===== config.mk =====
export PLATFORM = sky130hd
export DESIGN_NAME = cacheline_adapter_flat
export DESIGN_NICKNAME = d
export VERILOG_FILES = /design/src/rtl/cacheline_adapter_if.sv /design/src/rtl/cacheline_adapter.sv /design/src/flat_wrapper.sv
export SDC_FILE = /design/constraint.sdc
export NUM_CORES = 1
export LEC_CHECK = 0
export CAP_MARGIN = 30
export CORE_AREA = 2 2 286 288
export CTS_BUF_LIST = sky130_fd_sc_hd__clkbuf_4 sky130_fd_sc_hd__clkbuf_8 sky130_fd_sc_hd__clkbuf_16
export DETAILED_ROUTE_END_ITERATION = 10
export DIE_AREA = 0 0 288 290
export HOLD_SLACK_MARGIN = 0.03
export MAX_ROUTING_LAYER = met4
export RECOVER_POWER = 25
export SETUP_SLACK_MARGIN = 0.02
export SLEW_MARGIN = 20
export SYNTH_ARGS = -nofsm -noshare
export SYNTH_HDL_FRONTEND = slang
export SYNTH_SLANG_ARGS = --single-unit

===== constraint.sdc =====
create_clock -name clk -period 3 [get_ports clk]
set_input_delay 0.45 -clock clk [delete_from_list [all_inputs] [get_ports clk]]
set_output_delay 0.45 -clock clk [all_outputs]
set_load 0.01 [all_outputs]

===== src/rtl/cacheline_adapter_if.sv =====
// Cache fill port (dfp_*) and banked memory burst port (bmem_*) of the cacheline adapter.
// The slave modport is the adapter's view; master is the cache/memory environment.
interface cacheline_adapter_if #(
  parameter int unsigned ADDR_W = 32,
  parameter int unsigned LINE_W = 256,
  parameter int unsigned BEAT_W = 64
);
  logic [ADDR_W-1:0] dfp_addr;
  logic              dfp_read;
  logic              dfp_write;
  logic [LINE_W-1:0] dfp_wdata;
  logic [LINE_W-1:0] dfp_rdata;
  logic              dfp_resp;

  logic [ADDR_W-1:0] bmem_addr;
  logic              bmem_read;
  logic              bmem_write;
  logic [BEAT_W-1:0] bmem_wdata;
  logic              bmem_ready;
  logic [ADDR_W-1:0] bmem_raddr;
  logic [BEAT_W-1:0] bmem_rdata;
  logic              bmem_rvalid;

  modport slave (
    input  dfp_addr, dfp_read, dfp_write, dfp_wdata,
    output dfp_rdata, dfp_resp,
    output bmem_addr, bmem_read, bmem_write, bmem_wdata,
    input  bmem_ready, bmem_raddr, bmem_rdata, bmem_rvalid
  );

  modport master (
    output dfp_addr, dfp_read, dfp_write, dfp_wdata,
    input  dfp_rdata, dfp_resp,
    input  bmem_addr, bmem_read, bmem_write, bmem_wdata,
    output bmem_ready, bmem_raddr, bmem_rdata, bmem_rvalid
  );
endinterface


===== src/rtl/cacheline_adapter.sv =====
// Converts one cache-line request into a BEATS-long burst on the banked memory port,
// assembling read beats into a line or serialising a latched line into write beats.
module cacheline_adapter #(
  parameter int unsigned LINE_W = 256,
  parameter int unsigned BEAT_W = 64,
  parameter int unsigned ADDR_W = 32
) (
  input logic                 clk,
  input logic                 rst,
  cacheline_adapter_if.slave  bus
);
  localparam int unsigned BEATS  = LINE_W / BEAT_W;
  localparam int unsigned CNT_W  = $clog2(BEATS);
  localparam int unsigned SEL_W  = $clog2(LINE_W);
  localparam int unsigned BSH    = $clog2(BEAT_W);
  localparam logic [ADDR_W-1:0] OFF_MASK = ADDR_W'(LINE_W / 8 - 1);

  localparam logic [2:0] S_IDLE    = 3'd0;
  localparam logic [2:0] S_RD_CMD  = 3'd1;
  localparam logic [2:0] S_RD_DATA = 3'd2;
  localparam logic [2:0] S_WR_BEAT = 3'd3;
  localparam logic [2:0] S_DONE    = 3'd4;

  logic [2:0]        r_state;
  logic [CNT_W-1:0]  r_cnt;
  logic [ADDR_W-1:0] r_addr;
  logic [LINE_W-1:0] r_line;
  logic [LINE_W-1:0] r_rdata;
  logic              r_is_wr;

  logic [ADDR_W-1:0] w_line_addr;
  logic [SEL_W-1:0]  w_base;
  logic              w_last;
  logic              w_beat_hit;
  logic [LINE_W-1:0] w_line_merged;

  assign w_line_addr = bus.dfp_addr & ~OFF_MASK;
  assign w_base      = SEL_W'(r_cnt) << BSH;
  assign w_last      = (r_cnt == CNT_W'(BEATS - 1));
  // Only beats tagged with this line's base address belong to the current burst.
  assign w_beat_hit  = bus.bmem_rvalid && (bus.bmem_raddr == r_addr);

  always_comb begin
    w_line_merged = r_line;
    w_line_merged[w_base +: BEAT_W] = bus.bmem_rdata;
  end

  always_ff @(posedge clk or negedge rst) begin
    if (!rst) begin
      r_state <= S_IDLE;
      r_cnt   <= '0;
      r_addr  <= '0;
      r_line  <= '0;
      r_rdata <= '0;
      r_is_wr <= 1'b0;
    end else begin
      case (r_state)
        S_IDLE: begin
          if (bus.dfp_write) begin
            r_addr  <= w_line_addr;
            r_line  <= bus.dfp_wdata;
            r_cnt   <= '0;
            r_is_wr <= 1'b1;
            r_state <= S_WR_BEAT;
          end else if (bus.dfp_read) begin
            r_addr  <= w_line_addr;
            r_cnt   <= '0;
            r_is_wr <= 1'b0;
            r_state <= S_RD_CMD;
          end
        end
        S_RD_CMD: begin
          if (bus.bmem_ready) r_state <= S_RD_DATA;
        end
        S_RD_DATA: begin
          if (w_beat_hit) begin
            r_line <= w_line_merged;
            r_cnt  <= r_cnt + 1'b1;
            if (w_last) begin
              r_rdata <= w_line_merged;
              r_state <= S_DONE;
            end
          end
        end
        S_WR_BEAT: begin
          if (bus.bmem_ready) begin
            r_cnt <= r_cnt + 1'b1;
            if (w_last) r_state <= S_DONE;
          end
        end
        S_DONE:  r_state <= S_IDLE;
        default: r_state <= S_IDLE;
      endcase
    end
  end

  // Completed read line stays visible across later writes; only a write's own DONE shows zero.
  assign bus.dfp_resp   = (r_state == S_DONE);
  assign bus.dfp_rdata  = (r_state == S_DONE && r_is_wr) ? '0 : r_rdata;
  assign bus.bmem_read  = (r_state == S_RD_CMD);
  assign bus.bmem_write = (r_state == S_WR_BEAT);
  assign bus.bmem_addr  = (r_state == S_RD_CMD || r_state == S_WR_BEAT) ? r_addr : '0;
  assign bus.bmem_wdata = (r_state == S_WR_BEAT) ? r_line[w_base +: BEAT_W] : '0;

endmodule


===== src/flat_wrapper.sv =====
// flat-port wrapper written by rule: the top's interface ports become plain ports
module cacheline_adapter_flat 
#(
  parameter int unsigned LINE_W = 256,
  parameter int unsigned BEAT_W = 64,
  parameter int unsigned ADDR_W = 32
)
  (clk, rst, bus_dfp_addr, bus_dfp_read, bus_dfp_write, bus_dfp_wdata, bus_dfp_rdata, bus_dfp_resp, bus_bmem_addr, bus_bmem_read, bus_bmem_write, bus_bmem_wdata, bus_bmem_ready, bus_bmem_raddr, bus_bmem_rdata, bus_bmem_rvalid);
  cacheline_adapter_if #(.ADDR_W(ADDR_W), .LINE_W(LINE_W), .BEAT_W(BEAT_W)) bus_i ();
  input logic clk;
  input logic rst;
  input wire logic [$bits(bus_i.dfp_addr)-1:0] bus_dfp_addr;
  input wire logic [$bits(bus_i.dfp_read)-1:0] bus_dfp_read;
  input wire logic [$bits(bus_i.dfp_write)-1:0] bus_dfp_write;
  input wire logic [$bits(bus_i.dfp_wdata)-1:0] bus_dfp_wdata;
  output wire logic [$bits(bus_i.dfp_rdata)-1:0] bus_dfp_rdata;
  output wire logic [$bits(bus_i.dfp_resp)-1:0] bus_dfp_resp;
  output wire logic [$bits(bus_i.bmem_addr)-1:0] bus_bmem_addr;
  output wire logic [$bits(bus_i.bmem_read)-1:0] bus_bmem_read;
  output wire logic [$bits(bus_i.bmem_write)-1:0] bus_bmem_write;
  output wire logic [$bits(bus_i.bmem_wdata)-1:0] bus_bmem_wdata;
  input wire logic [$bits(bus_i.bmem_ready)-1:0] bus_bmem_ready;
  input wire logic [$bits(bus_i.bmem_raddr)-1:0] bus_bmem_raddr;
  input wire logic [$bits(bus_i.bmem_rdata)-1:0] bus_bmem_rdata;
  input wire logic [$bits(bus_i.bmem_rvalid)-1:0] bus_bmem_rvalid;
  assign bus_i.dfp_addr = bus_dfp_addr;
  assign bus_i.dfp_read = bus_dfp_read;
  assign bus_i.dfp_write = bus_dfp_write;
  assign bus_i.dfp_wdata = bus_dfp_wdata;
  assign bus_dfp_rdata = bus_i.dfp_rdata;
  assign bus_dfp_resp = bus_i.dfp_resp;
  assign bus_bmem_addr = bus_i.bmem_addr;
  assign bus_bmem_read = bus_i.bmem_read;
  assign bus_bmem_write = bus_i.bmem_write;
  assign bus_bmem_wdata = bus_i.bmem_wdata;
  assign bus_i.bmem_ready = bus_bmem_ready;
  assign bus_i.bmem_raddr = bus_bmem_raddr;
  assign bus_i.bmem_rdata = bus_bmem_rdata;
  assign bus_i.bmem_rvalid = bus_bmem_rvalid;
  cacheline_adapter #(.LINE_W(LINE_W), .BEAT_W(BEAT_W), .ADDR_W(ADDR_W)) u_core (.clk(clk), .rst(rst), .bus(bus_i));
endmodule

* Word level (Yosys, flattened, before mapping)
Cells that the tools add are included.
** Word-level totals
- Bits in registers :: 550
- Latch bits :: 0
- Memory bits (writable) :: 0
- ROM bits :: 0
- Bits of input ports :: 390
- Output and inout port bits :: 355
- Logic and storage cells :: 57
- Memories kept :: 0
** Cells by class
- Add/subtract/negate cells :: 2
- Multiply operators :: 0
- Divide/modulo/power cells :: 0
- Magnitude comparators :: 0
- Eq/ne operators :: 11
- Shift-type cells :: 3
- Mux-type cells :: 23
- Bitwise logic cells :: 0
- Reduce and logical (&&, ||, !) cells :: 12
** Operators with widths (number)
- $mux W256 :: 3
- $pmux W256 S2 :: 1
- $bwmux W256 :: 1
- $shift A64 B10 Y256 const A :: 1
- $shiftx A256 B9 Y64 :: 1
- $shiftx A64 B10 Y256 :: 1
- $mux W32 :: 3
- $mux W64 :: 1
- $eq A32 B32 Y1 :: 1
- $mux W3 :: 6
- $pmux W3 S4 :: 1
- $neg A8 Y10 :: 1
- $mux W2 :: 4
- $reduce_and A4 Y1 :: 2
- $eq A3 B2 Y1 const B :: 2
- $ne A2 B1 Y1 const B :: 3
- $pmux W2 S3 :: 1
- $reduce_and A3 Y1 :: 2
- $reduce_bool A2 Y1 :: 2
- $eq A3 B1 Y1 const B :: 1
- $eq A3 B3 Y1 const B :: 1
- $logic_not A3 Y1 :: 1
- $ne A3 B3 Y1 const B :: 1
- $reduce_bool A3 Y1 :: 1
- 7 further kinds :: 9

* Longest topological paths before layout
- Word-level depth :: 5
- Depth in mapped cells :: 11

* Worst setup path after synthesis
No wires, ideal clock.
- Path kind :: flip-flop to output port
- Start :: register u_core.r_cnt[0]
- End :: output bus_bmem_wdata[14]
- Arrival :: 2288 ps
- Setup slack :: 262 ps
- Stages on the path, launching flop included :: 6
- Path buffers :: 3
- Cell sequence :: dfrtp_1 clkbuf_1 clkbuf_1 buf_1 mux4_2 and3_1
** On the way
- Longest elaborated chain between the ends :: 2
** Ends and longest elaborated chain
- start, declared :: line cacheline_adapter.sv:25 : logic [CNT_W-1:0] r_cnt;
- start signal, assigned :: line cacheline_adapter.sv:78 : r_cnt <= r_cnt + 1'b1;
- start signal, assigned :: line cacheline_adapter.sv:87 : r_cnt <= r_cnt + 1'b1;
- $shiftx A256 B9 Y64 :: line cacheline_adapter.sv:103 : assign bus.bmem_wdata = (r_state == S_WR_BEAT) ? r_line[w_base +: BEAT_W] : '0;
- $mux W64 :: line cacheline_adapter.sv:103
- end, declared :: line flat_wrapper.sv:21 : output wire logic [$bits(bus_i.bmem_wdata)-1:0] bus_bmem_wdata;
No other way between the ends.

* Worst setup path in the final report
- Start :: register u_core.r_state[0]
- End :: output bus_dfp_rdata[163]
** On the way
- Longest elaborated chain between the ends :: 3
** Ends and longest elaborated chain
- start, declared :: line cacheline_adapter.sv:24 : logic [2:0] r_state;
- start signal, assigned :: line cacheline_adapter.sv:50 : r_state <= S_IDLE;
- start signal, assigned :: line cacheline_adapter.sv:64 : r_state <= S_WR_BEAT;
- start signal, assigned :: line cacheline_adapter.sv:69 : r_state <= S_RD_CMD;
- $eq A3 B3 Y1 :: line cacheline_adapter.sv:99 : assign bus.dfp_rdata = (r_state == S_DONE && r_is_wr) ? '0 : r_rdata;
- $logic_and A1 B1 Y1 :: line cacheline_adapter.sv:99
- $mux W256 :: line cacheline_adapter.sv:99
- end, declared :: line flat_wrapper.sv:16 : output wire logic [$bits(bus_i.dfp_rdata)-1:0] bus_dfp_rdata;
No other way between the ends.

==> impl_metrics.yaml <==
status:
  outcome: "finished with violations"
  violations: "max-capacitance violations, max-slew violations"
cts:
  cts_tree: "built"
  clk_pin_slew_worst_paths_ns: 0.06
  root_buffer: "clkbuf_16"
  clk-insertion-delay-late_ns: 0.59
  cts.sinks: 545
  clockBufferDepth: 3
  numCtsBuffers: 66
  htree_levels: 3
timing:
  tns_ns: 0
  fin_crit_sh: 0.988
  slew-limit-headroom: -0.203
  slew_viol_final: 61
  rsz0062_at_grt: "yes"
  setup_viol: 0
  finClkSkew_ns: 0.0231
  period_needed_ns: 2.97
  max_freq_ghz: 0.337
  hold_viol: 0
  timing.final.ws_setup_ns: 0.0346
  worstMarginPinSlew_ns: 1.80
layout:
  final_cells: 4596
  fin_util: 0.524
  drive_gt1_frac: 0.144
  syn_to_final_growth_pct: 41.4
  nFillCells: 7077
  finalNetCount: 3858
synthesis:
  avgSynthCellArea_um2: 10.6
  ys_warn_count: 0
  synth_top_area_share: 0.459
  ys_ff_latch: 545
  synth-edff-count: 0
  async_flop_share: 1.00
  syn_inst: 2799
  synth_top_area_cell: "dfrtp_1"
  ys_types: 48
  yosys-top-cells-area: "dfrtp_1, mux2_1, a22o_1"
  ys_seq_area_frac: 0.459
  syn-cell-area_mm2: 0.0297
  synth_ff_type: "dfrtp_1"
run:
  cap_violations: 2
critical_path:
  cp-start-kind: "flop"
  crit_type: "flop to output pin"
  rr_startpoint: "u_core.r_cnt[0]"
  end_kind: "output pin"
  rr_worst_depth: 11
  required_ns: 2.55
  arrival_ns: 2.52
  critPathMaxFanout: 32
  r2r_end: "u_core.r_line[143]"
  r2r_slack_ns: 0.14
drt:
  vias: 27900
  vias_per_cell: 6.07
  antenna_left: 0
  wl_per_cell_um: 28.7
  drc: 0
  wl_um: 132000
  first_pass_iters: 7
  drtIter0Drc: 2973
pwr:
  p_leak_nw: 19.7
  peakVddDrop_mv: 0.571
  power_w: 0.0319
  p_per_area_mw_per_mm2: 758
placed_design:
  place_inst: 4408
  dp_hpwl_um: 86700
  place.gp.congestion: 0.929
  preCtsSetupSlack_ns: -0.226
  io_buffers: 734
global_routing:
  grt_pass1_wl_um: 192000
  grt_pass1_vias: 28600
  grt_overflow: 0
  grt_util_met1: 0.388
  globalRouteTotalUtil: 0.316
  grt_max_degree: 85
  busiest_layer: "met2"
  antenna_found_initial: 24
  met2_usage: 0.493
  grt_util_met3: 0.0693
floorplan:
  start_util: 0.371
  die_w_um: 288
  dieArea_mm2: 0.0835
  placement_rows: 104
  core-area_mm2: 0.0802
  fp.dieH_um: 290
  pin_count: 745
hold_path:
  hold_class: "input pin to async pin"
## kinds of logic (layout without fill, tap and decap cells)
family,Yosys count,in the layout,share of synthesized area
AND/OR/NAND/NOR,731,731,0.130
AO/OA/AOI/OAI,721,721,0.182
flip-flops,545,545,0.459
buffers and inverters,427,1134,0.0644
multiplexers,348,348,0.156
XOR/XNOR,20,20,0.00590
adder cells (fa/ha/maj),6,6,0.00253
other,1,31,0.000126
## cells in the mapped netlist (2+ instances only)
library cell / instances
buf_2: 48
nor4_1: 6
nand2_1: 268
buf_4: 65
nor3_1: 70
nor4_4: 2
nor2_1: 8
mux4_2: 64
inv_1: 76
dfrtp_1: 545
nor4_2: 3
o21a_1: 2
xor2_1: 14
a221o_1: 64
mux2_1: 240
o21ai_0: 261
nand2b_1: 5
and2_1: 29
a32oi_1: 192
mux2_2: 42
a22o_1: 193
clkbuf_1: 212
buf_1: 21
mux2i_1: 2
ha_1: 6
clkbuf_2: 4
nand4_1: 5
a21oi_1: 3
nor2b_1: 260
xnor2_1: 6
and3_1: 66
## registers in the layout, indices dropped and copies added, names as in the netlist
name,count
u_core.r_addr,27
u_core.r_cnt,2
u_core.r_is_wr,1
u_core.r_line,256
u_core.r_rdata,256
u_core.r_state,3
## stage by stage
step | hold WS [ns] | cell area (µm²)
after CTS | 0.404 | 41900
after global placement | 0.466 | 39000
after global routing | 0.431 | 42000
final | 0.417 | 42000
after detailed placement | 0.473 | 39000
after floorplan | 0.154 | 29700
## worst max path at each step
stage	from	end	slack, ns	depth (start not counted)
after global placement	bus_bmem_raddr[1]	u_core.r_line[27]	-0.22	10
final	u_core.r_state[0]	bus_dfp_rdata[163]	0.03	6
after floorplan	u_core.r_cnt[0]	bus_bmem_wdata[14]	0.26	5
after global routing	u_core.r_cnt[0]	bus_bmem_wdata[32]	0.003	6
after CTS	u_core.r_cnt[0]	bus_bmem_wdata[45]	-0.11	5
after detailed placement	bus_bmem_raddr[1]	u_core.r_line[28]	-0.23	10
## timing repair
item,4_1_cts,5_1_grt
setup buffers,31,6
endpoints found under the setup margin,271,140
pin swaps,2,0
endpoints found under the hold margin,53,0
gates cloned,9,1
hold buffers,1,0
resized for setup,193,64
## critical path, stage by stage (launching register included)
cell and delay, ns:
dfrtp_2 0.41, nor2_4 0.06, and3_4 0.20, buf_12 0.16, buf_16 0.18, nor2b_1 0.28, clkdlybuf4s50_1 0.60
## per-layer routing
metal  part of all wire  vias up
met1               0.38    14100
li1                   -    11600
met2               0.47     1839
met4              0.047        0
met3              0.099      363
met5                  0        -
## layout make-up
| cell class | instances | area, µm² | share of cell area |
|---|---|---|---|
| multi-input cells | 1831 | 14400 | 0.344 |
| flip-flops and latches | 545 | 13600 | 0.325 |
| repair buffers | 941 | 10000 | 0.238 |
| clock buffers | 104 | 2040 | 0.0486 |
| well taps | 1060 | 1330 | 0.0316 |
| inverters | 77 | 293 | 0.00697 |
| clock inverters | 12 | 176 | 0.00420 |
| diodes | 26 | 65.1 | 0.00155 |
## report_power, final
part	leakage [nW]	switching, W	total (W)	internal [W]
Combinational	11.5	0.00652	0.0129	0.00634
Clock	1.11	0.00329	0.00832	0.00502
Sequential	7.16	0.00152	0.0107	0.00916
Total	19.7	0.0113	0.0319	0.0205
## placed cells by master, fill, tap and decap left out, types with 6 or more instances in the layout
cell type        netlist  layout
xnor2_1                6       6
o21ai_0              261     261
clkinv_2               0       6
mux4_2                64      64
and2_1                29      28
buf_4                 65      97
nor3_1                70      68
clkbuf_1             212      14
buf_16                 0      10
diode_2                0      26
a22o_1               193     193
nor2_1                 8       6
dlygate4sd2_1          0      72
clkbuf_4               0      23
clkdlybuf4s50_1        0     601
clkbuf_16              0      68
and3_1                66      45
nor2b_2                0      18
dfrtp_1              545     540
mux2_2                42      42
a32oi_1              192     192
buf_6                  0       8
clkbuf_8               0      14
clkdlybuf4s15_1        0       9
nand2_1              268     266
xor2_1                14      14
clkbuf_2               4       7
buf_12                 0      74
inv_1                 76      72
mux2_1               240     240
a221o_1               64      64
buf_2                 48      11
dlymetal6s2s_1         0      31
nor2b_1              260     239
and3_4                 0      21
Note: power is estimated with default switching activity, not from simulation.
